--- config.mk ---
export PLATFORM = sky130hd
export DESIGN_NAME = vram_bus_arbiter
export DESIGN_NICKNAME = d
export VERILOG_FILES = /design/src/rtl/vram_bus_pkg.sv /design/src/rtl/vram_bus_arbiter_rr_arbiter.sv /design/src/rtl/vram_bus_arbiter.sv
export SDC_FILE = /design/constraint.sdc
export NUM_CORES = 1
export LEC_CHECK = 0
export ABC_AREA = 1
export CAP_MARGIN = 20
export CORE_MARGIN = 2
export CORE_UTILIZATION = 55
export CTS_CLUSTER_SIZE = 16
export DETAILED_ROUTE_END_ITERATION = 6
export DONT_BUFFER_PORTS = 1
export GPL_ROUTABILITY_DRIVEN = 1
export PLACE_DENSITY_LB_ADDON = 0.15
export SYNTH_ARGS = -nofsm -noshare
export SYNTH_HDL_FRONTEND = slang
export SYNTH_SLANG_ARGS = --single-unit
--- constraint.sdc ---
create_clock -name clk -period 1.4 [get_ports clk]
set_input_delay 0.28 -clock clk [delete_from_list [all_inputs] [get_ports clk]]
set_output_delay 0.28 -clock clk [all_outputs]
set_load 0.02 [all_outputs]
--- src/rtl/vram_bus_pkg.sv ---
// Shared widths, source-ID encoding and read-tag layout for the VRAM bus arbiter.
// Source 0 is the host; client i is carried as i+1.
package vram_bus_pkg;
  localparam int VRAM_AW = 19;
  localparam int VRAM_DW = 8;
  localparam int SRC_W   = 4;
  localparam logic [SRC_W-1:0] SRC_HOST = '0;

  typedef struct packed {
    logic             is_read;
    logic [SRC_W-1:0] src;
  } tag_t;
endpackage

--- src/rtl/vram_bus_arbiter_rr_arbiter.sv ---
// Generic N-way round-robin picker: combinational grant, pointer registered on each grant.
// Search starts just above the last winner and wraps explicitly at N-1.
module rr_arbiter #(
  parameter int N  = 2,
  parameter int IW = (N > 1) ? $clog2(N) : 1
) (
  input  logic          clk,
  input  logic          rst_n,
  input  logic [N-1:0]  req,
  input  logic          en,
  output logic [N-1:0]  gnt,
  output logic [IW-1:0] idx,
  output logic          vld
);
  logic [IW-1:0] rr_q, rr_d;
  logic [IW-1:0] pick;
  logic          found;

  // Two descending passes: indices above the pointer override those at or below it,
  // so the lowest index past the pointer wins, else the lowest index overall.
  always_comb begin
    pick  = '0;
    found = 1'b0;
    for (int i = N - 1; i >= 0; i--) begin
      if (req[i] && (IW'(i) <= rr_q)) begin
        pick  = IW'(i);
        found = 1'b1;
      end
    end
    for (int i = N - 1; i >= 0; i--) begin
      if (req[i] && (IW'(i) > rr_q)) begin
        pick  = IW'(i);
        found = 1'b1;
      end
    end
  end

  always_comb begin
    vld = found & en;
    idx = pick;
    gnt = '0;
    if (vld) gnt[pick] = 1'b1;
    rr_d = vld ? pick : rr_q;
  end

  always_ff @(posedge clk or negedge rst_n) begin
    if (!rst_n) rr_q <= IW'(N - 1);
    else        rr_q <= rr_d;
  end
endmodule

--- src/rtl/vram_bus_arbiter.sv ---
// Shares the VRAM bus master between the host (absolute priority, no stall) and N clients (round-robin).
// Issue is registered (T+1); read data returns at T+2 and is steered by a 2-stage tag pipeline.
module vram_bus_arbiter
  import vram_bus_pkg::*;
#(
  parameter int N_CLIENTS = 2,
  parameter int AW        = VRAM_AW,
  parameter int DW        = VRAM_DW
) (
  input  logic                    clk,
  input  logic                    rst_n,
  input  logic [AW-1:0]           host_addr,
  input  logic [DW-1:0]           host_wrdata,
  input  logic                    host_strobe,
  input  logic                    host_write,
  output logic [DW-1:0]           host_rddata,
  output logic                    host_rdvalid,
  input  logic [N_CLIENTS-1:0]    cl_req,
  input  logic [N_CLIENTS*AW-1:0] cl_addr,
  input  logic [N_CLIENTS*DW-1:0] cl_wrdata,
  input  logic [N_CLIENTS-1:0]    cl_write,
  output logic [N_CLIENTS-1:0]    cl_ack,
  output logic [DW-1:0]           cl_rddata,
  output logic [N_CLIENTS-1:0]    cl_rdvalid,
  output logic [AW-1:0]           bm_addr,
  output logic [DW-1:0]           bm_wrdata,
  output logic                    bm_strobe,
  output logic                    bm_write,
  input  logic [DW-1:0]           bm_rddata
);
  localparam int IW = (N_CLIENTS > 1) ? $clog2(N_CLIENTS) : 1;

  logic [N_CLIENTS-1:0] gnt;
  logic [IW-1:0]        gnt_idx;
  logic                 gnt_vld;
  logic                 arb_en;

  logic [AW-1:0] bm_addr_q, bm_addr_d;
  logic [DW-1:0] bm_wrdata_q, bm_wrdata_d;
  logic          bm_strobe_q, bm_strobe_d;
  logic          bm_write_q, bm_write_d;
  tag_t          tag1_q, tag1_d, tag2_q, tag2_d;
  logic [DW-1:0] host_rd_q, host_rd_d;

  // Gating with rst_n keeps a held request from being acked while in reset.
  assign arb_en = ~host_strobe & rst_n;

  rr_arbiter #(.N(N_CLIENTS), .IW(IW)) u_rr (
    .clk   (clk),
    .rst_n (rst_n),
    .req   (cl_req),
    .en    (arb_en),
    .gnt   (gnt),
    .idx   (gnt_idx),
    .vld   (gnt_vld)
  );

  always_comb begin
    bm_strobe_d = 1'b0;
    bm_write_d  = 1'b0;
    bm_addr_d   = bm_addr_q;
    bm_wrdata_d = bm_wrdata_q;
    tag1_d      = '0;
    if (host_strobe) begin
      bm_strobe_d    = 1'b1;
      bm_write_d     = host_write;
      bm_addr_d      = host_addr;
      bm_wrdata_d    = host_wrdata;
      tag1_d.is_read = ~host_write;
      tag1_d.src     = SRC_HOST;
    end else if (gnt_vld) begin
      bm_strobe_d    = 1'b1;
      bm_write_d     = cl_write[gnt_idx];
      bm_addr_d      = cl_addr[int'(gnt_idx)*AW +: AW];
      bm_wrdata_d    = cl_wrdata[int'(gnt_idx)*DW +: DW];
      tag1_d.is_read = ~cl_write[gnt_idx];
      tag1_d.src     = SRC_W'(gnt_idx) + SRC_W'(1);
    end
    tag2_d = tag1_q;
  end

  always_comb begin
    host_rdvalid = tag2_q.is_read && (tag2_q.src == SRC_HOST);
    for (int i = 0; i < N_CLIENTS; i++) begin
      cl_rdvalid[i] = tag2_q.is_read && (tag2_q.src == SRC_W'(i + 1));
    end
    host_rd_d   = host_rdvalid ? bm_rddata : host_rd_q;
    host_rddata = host_rd_d;
    cl_rddata   = bm_rddata;
    cl_ack      = gnt;
    bm_addr     = bm_addr_q;
    bm_wrdata   = bm_wrdata_q;
    bm_strobe   = bm_strobe_q;
    bm_write    = bm_write_q;
  end

  always_ff @(posedge clk or negedge rst_n) begin
    if (!rst_n) begin
      bm_addr_q   <= '0;
      bm_wrdata_q <= '0;
      bm_strobe_q <= 1'b0;
      bm_write_q  <= 1'b0;
      tag1_q      <= '0;
      tag2_q      <= '0;
      host_rd_q   <= '0;
    end else begin
      bm_addr_q   <= bm_addr_d;
      bm_wrdata_q <= bm_wrdata_d;
      bm_strobe_q <= bm_strobe_d;
      bm_write_q  <= bm_write_d;
      tag1_q      <= tag1_d;
      tag2_q      <= tag2_d;
      host_rd_q   <= host_rd_d;
    end
  end
endmodule

# Yosys cells after proc, flatten, opt, wreduce, memory -nomap -nowiden
# Cells that the tools add are included.
totals:
  ff_bits: 48
  input_bits: 97
  output_inout_bits: 50
  elab_cells: 60
classes:
  n_addsub: 1
  mul: 1
  order_cmp: 6
  eq_ne: 2
  shifts: 2
  mux: 23
  bitwise: 5
  reduce_logical: 10
op_table:
  columns: ["cell", "n"]
  rows:
  - ["19-bit two-way mux", 2]
  - ["38-bit by 7-bit variable part select with 19-bit output", 1]
  - ["8-bit two-way mux", 3]
  - ["16-bit by 5-bit variable part select with 8-bit output", 1]
  - ["1-bit two-way mux", 14]
  - ["5-bit two-way mux", 2]
  - ["1-bit logical AND", 8]
  - ["1-bit by 5-bit multiplier with 6-bit output, second input constant", 1]
  - ["4-bit by 1-bit equality test with 1-bit output, second input constant", 1]
  - ["4-bit by 2-bit equality test with 1-bit output, second input constant", 1]
  - ["4-bit logical NOT", 1]
  - ["1-bit inverter", 3]
  - ["1-bit by 1-bit adder with 2-bit output, second input constant", 1]
  - ["1-bit bitwise AND", 2]
  - ["1-bit greater-than comparator, first input constant", 2]
  - ["1-bit less-or-equal comparator, first input constant", 2]
  - ["1-bit by 2-bit < comparator with 1-bit output, second input constant", 1]
  - ["2-bit two-way mux", 1]
  - ["2-bit nonzero test", 1]
  - ["1-bit demux with 1-bit select", 1]
  - ["1-bit greater-or-equal comparator, second input constant", 1]

# Depth between registers and ports, before layout
logic_depth:
  ltp_word: 11
  depth_mapped: 7

# Modules after synthesis
# From an unflattened synthesis, not the netlist that was laid out.
hier_totals:
  cells_unflattened: 323
  area_unflattened_um2: 2327.2
modules_own_cells:
  columns: ["module", "instances", "cells_each", "area_per_inst_um2"]
  rows:
  - ["vram_bus_arbiter", 1, 312, 2257.2]
  - ["rr_arbiter", 1, 11, 70.1]

# Worst setup path after synthesis
# OpenSTA, ideal clock, no wires.
synth_path:
  kind: "reg-to-output"
  start: "reg u_rr.rr_q"
  end: "out cl_ack[0]"
  arrival_ns: 1.224
  setup_slack_ns: -0.104
  stages_incl_launch_ff: 6
  path_buffers: 1
  cell_sequence: "dfstp_2 nand2_2 nand2_2 buf_6 inv_1 nor2_1"
synth_via:
  elab_chain_cells: 11
  word_cells_on_any_way: 22
synth_lines:
  columns: ["item", "line_no", "text"]
  rows:
  - ["from (decl)", "vram_bus_arbiter_rr_arbiter.sv:15", "logic [IW-1:0] rr_q, rr_d;"]
  - ["from (signal assigned)", "vram_bus_arbiter_rr_arbiter.sv:47", "if (!rst_n) rr_q <= IW'(N - 1);"]
  - ["from (signal assigned)", "vram_bus_arbiter_rr_arbiter.sv:48", "else rr_q <= rr_d;"]
  - ["1-bit less-or-equal comparator", "vram_bus_arbiter_rr_arbiter.sv:25", "if (req[i] && (IW'(i) <= rr_q)) begin"]
  - ["1-bit logical AND", "vram_bus_arbiter_rr_arbiter.sv:25", null]
  - ["1-bit two-way mux (2 in a row)", "vram_bus_arbiter_rr_arbiter.sv:25", null]
  - ["1-bit two-way mux (2 in a row)", "vram_bus_arbiter_rr_arbiter.sv:31", "if (req[i] && (IW'(i) > rr_q)) begin"]
  - ["1-bit by 2-bit < comparator with 1-bit output (implied by the code) or 1-bit greater-or-equal comparator (tied branches)", "vram_bus_arbiter_rr_arbiter.sv:42", "if (vld) gnt[pick] = 1'b1;"]
  - ["1-bit logical AND (implied by the code)", "vram_bus_arbiter_rr_arbiter.sv:42", null]
  - ["1-bit two-way mux (implied by the code)", "vram_bus_arbiter_rr_arbiter.sv:42", null]
  - ["1-bit demux with 1-bit select", null, null]
  - ["2-bit two-way mux (*)", "vram_bus_arbiter_rr_arbiter.sv:42", null]
  - ["to (decl)", "vram_bus_arbiter.sv:22", "output logic [N_CLIENTS-1:0] cl_ack,"]
# Mark *: on every way between the ends. The rest lies on a longest branch, timed or not.

# Final worst setup path
# Ends and elaborated chain as after synthesis.

==> results by group <==
Status
  – Outcome: finished, violations left
  – Failing checks: negative setup slack

STA
  – Unrepaired setup endpoints after global routing: true
  – Final setup fails: 10
  – Final hold vios: 0
  – FMAX: roughly 680 MHz
  – Setup TNS: -0.707 ns
  – Crit share post-route: 106%
  – Clock skew: 0.00581 ns
  – Slew headroom: between 70% and 80%
  – Final min period: about 1.5 ns
  – Fin Hold WS: 0.120 ns
  – Slew Limit Fails: 0
  – Final setup margin: -0.0811 ns
  – Worst Tran Pin Value: 0.386 ns

Floorplan
  – Die width: 71.1 um
  – Die area: 5060 um2
  – Die Ht: 71.1 um
  – Initial core utilization: 56.9%
  – Core ar.: 4350 um2
  – IO Pins: 147
  – Row Count: 24

Cells and area
  – Share of cells above drive strength 1: 16.4%
  – Layout Nets: 437
  – Final cell count without fillers: 393
  – Most common cell after layout, fill and taps aside: nand2_1
  – Antenna diodes: 0
  – Core Util, Final: 66.2%
  – Most frequent cells in the layout: 94 x nand2_1, 81 x nand3_1, 43 x dfrtp_1, 33 x nor2_1, 27 x a21oi_1
  – P&R area growth vs syn: 16.3%
  – FILL cells: 371

Logic synthesis
  – Synth warn: 0
  – Post-Syn Instances: 347
  – Syn_nets: 444
  – Post-Syn Area: 2480 um2
  – FF+latch count, synth: between 40 and 50
  – Sequential area share after synthesis: between 40% and 50%
  – Avg Cell Area, Syn: 7.14 um2
  – Count of unique library cells instantiated by Yosys: 20

Critical path
  – Crit path required time: 1.12 ns
  – Delay-heaviest family, CP: flip-flops
  – WP data arrival: 1.20 ns
  – Max FO, Critical Path: 4
  – Critical path type: flop to output pin
  – Crit start category: flop
  – Critical path capture point type: output pin
  – Crit-path slowest cell: dfstp_2
  – Crit-path most repeated cell: nand2_4
  – Worst-path cell chain: nand2_4 > nand2_4 > inv_4 > nor2_4
  – WP buf/inv: 1
  – Largest stage delay, worst path: around 0.56 ns

Routing
  – Avg WL per Cell: about 15 um
  – Vias per cell: ~5.6
  – Post-Route WL: 5.93 mm
  – Starting DRT DRC Count: between 100 and 150
  – Pre-antenna DRT Iters: 4
  – DRC: 0
  – Vias: 2,210
  – Final ANT Viol Nets: 0

Power
  – Pwr/cell area: between 1000 and 1500 nW/um2
  – Maximum vdd ir drop: 0.630 mV
  – Leak: 1.42 nW

GRT
  – Total global routing overflow: 0
  – Pin count of the biggest net entering global routing: 67
  – Total global-route track usage: roughly a quarter
  – Initial antenna violation count: 0
  – First-pass GRT wire length: 9.59 mm
  – Vias in the first global route: 2,080

Placement
  – HPWL after DPL: 4.00 mm
  – Port Buffers: 0
  – Placed insts: 379
  – Routability Congestion: 0.750

Run
  – Max Cap Violations: 0

Clock network
  – CTS tree: done
  – Root Buffer Master: clkbuf_8
  – Worst-path clk slew: 0.08 ns
  – Maximum buffer depth of the clock tree: 2
  – Worst-Skew Late Latency: 0.29 ns
  – Clk sinks: 44
  – Total CTS buffers: 5
  – H-tree depth: 2

Min path
  – Worst hold path type: input port to flop
-- area by class of cell --
| class | count | area [um2] | share of cell area [%] |
|---|---|---|---|
| multi-input cells | 262 | 1300 | 45.2 |
| flip-flops and latches | 44 | 1100 | 38.3 |
| repair buffers | 20 | 218 | 7.56 |
| clock inverters | 3 | 90.1 | 3.13 |
| clock buffers | 5 | 68.8 | 2.39 |
| well taps | 52 | 65.1 | 2.26 |
| inverters | 7 | 33.8 | 1.17 |
-- worst register-to-register path: cells and delay by family, from the launching register on --
| kind | cells | cell delay [ns] |
|---|---|---|
| flip-flops | 1 | 0.56 |
| buffers and inverters | 2 | 0.26 |
| AO/OA/AOI/OAI | 2 | 0.21 |
| AND/OR/NAND/NOR | 3 | 0.20 |
-- metrics by stage --
| step | power [mW] | cell area [um2] | setup WS, ns |
|---|---|---|---|
| final | 3.78 | 2880 | -0.0811 |
| after global routing | 3.99 | 2880 | -0.140 |
| after CTS | 3.69 | 2750 | -0.0887 |
| after detailed placement | 2.29 | 2490 | 0.0960 |
| after global placement | 2.28 | 2490 | 0.178 |
| after floorplan | 2.21 | 2480 | 0.0330 |
-- report_power, final --
part / internal (mW) / switching [mW]
sequential: 1.44 / 0.261
combinational: 0.303 / 0.473
clock: 0.892 / 0.418
-- metal layers --
layer	wire, um	track usage, %
met5	0	0
met2	2910	39.3
met1	2480	31.4
met4	70	7.97
met3	472	5.41
-- Yosys cell counts (all sizes together) --
cell    number  area (um2)
nand2      112         425
nand3       82         415
dfrtp       43        1080
nor2        34         128
buf         31         190
a21oi       27         135
inv          6        22.5
clkbuf       3        11.3
o21ai        3        15.0
nor3         2        10.0
clkinv       1        3.75
dfstp        1        26.3
o211ai       1        12.5
or2          1        6.26
-- registers in the layout, summed over array words and instances, names as in the netlist --
| name | cells |
|---|---|
| bm_addr | 19 |
| bm_strobe | 1 |
| bm_wrdata | 8 |
| bm_write | 1 |
| host_rd_q | 8 |
| tag1_q | 3 |
| tag2_q | 3 |
| u_rr.rr_q | 1 |
-- final timing paths --
check | depth (start not counted) | end | slack [ns] | from
setup / recovery | 4 | cl_ack[0] | -0.08 | u_rr.rr_q
hold / removal | 2 | bm_write | 0.12 | host_strobe
setup reg to reg | 7 | bm_write | 0.07 | u_rr.rr_q
hold reg to reg | 0 | tag2_q[1] | 0.35 | tag1_q[1]
max in group asynchronous | 2 | u_rr.rr_q | 0.67 | rst_n
min in group asynchronous | 2 | bm_write | 0.47 | rst_n
-- what timing repair did --
item / in CTS / in global routing
setup buffers: 3 / 2
pin swaps: 12 / 13
endpoints found under the hold margin: 44 / 0
hold buffers: 2 / 0
cloned: 0 / 0
resized for setup: 17 / 32
endpoints found under the setup margin: 11 / 27
-- kinds of logic (layout without fill, tap and decap cells) --
| kind of cell | after synthesis | after routing | share of synthesized area (%) |
|---|---|---|---|
| simple gates | 231 | 231 | 39.7 |
| flops | 44 | 44 | 44.5 |
| compound gates | 31 | 31 | 6.57 |
| buf+inv | 41 | 35 | 9.19 |
(Power assumes the default switching activity.)
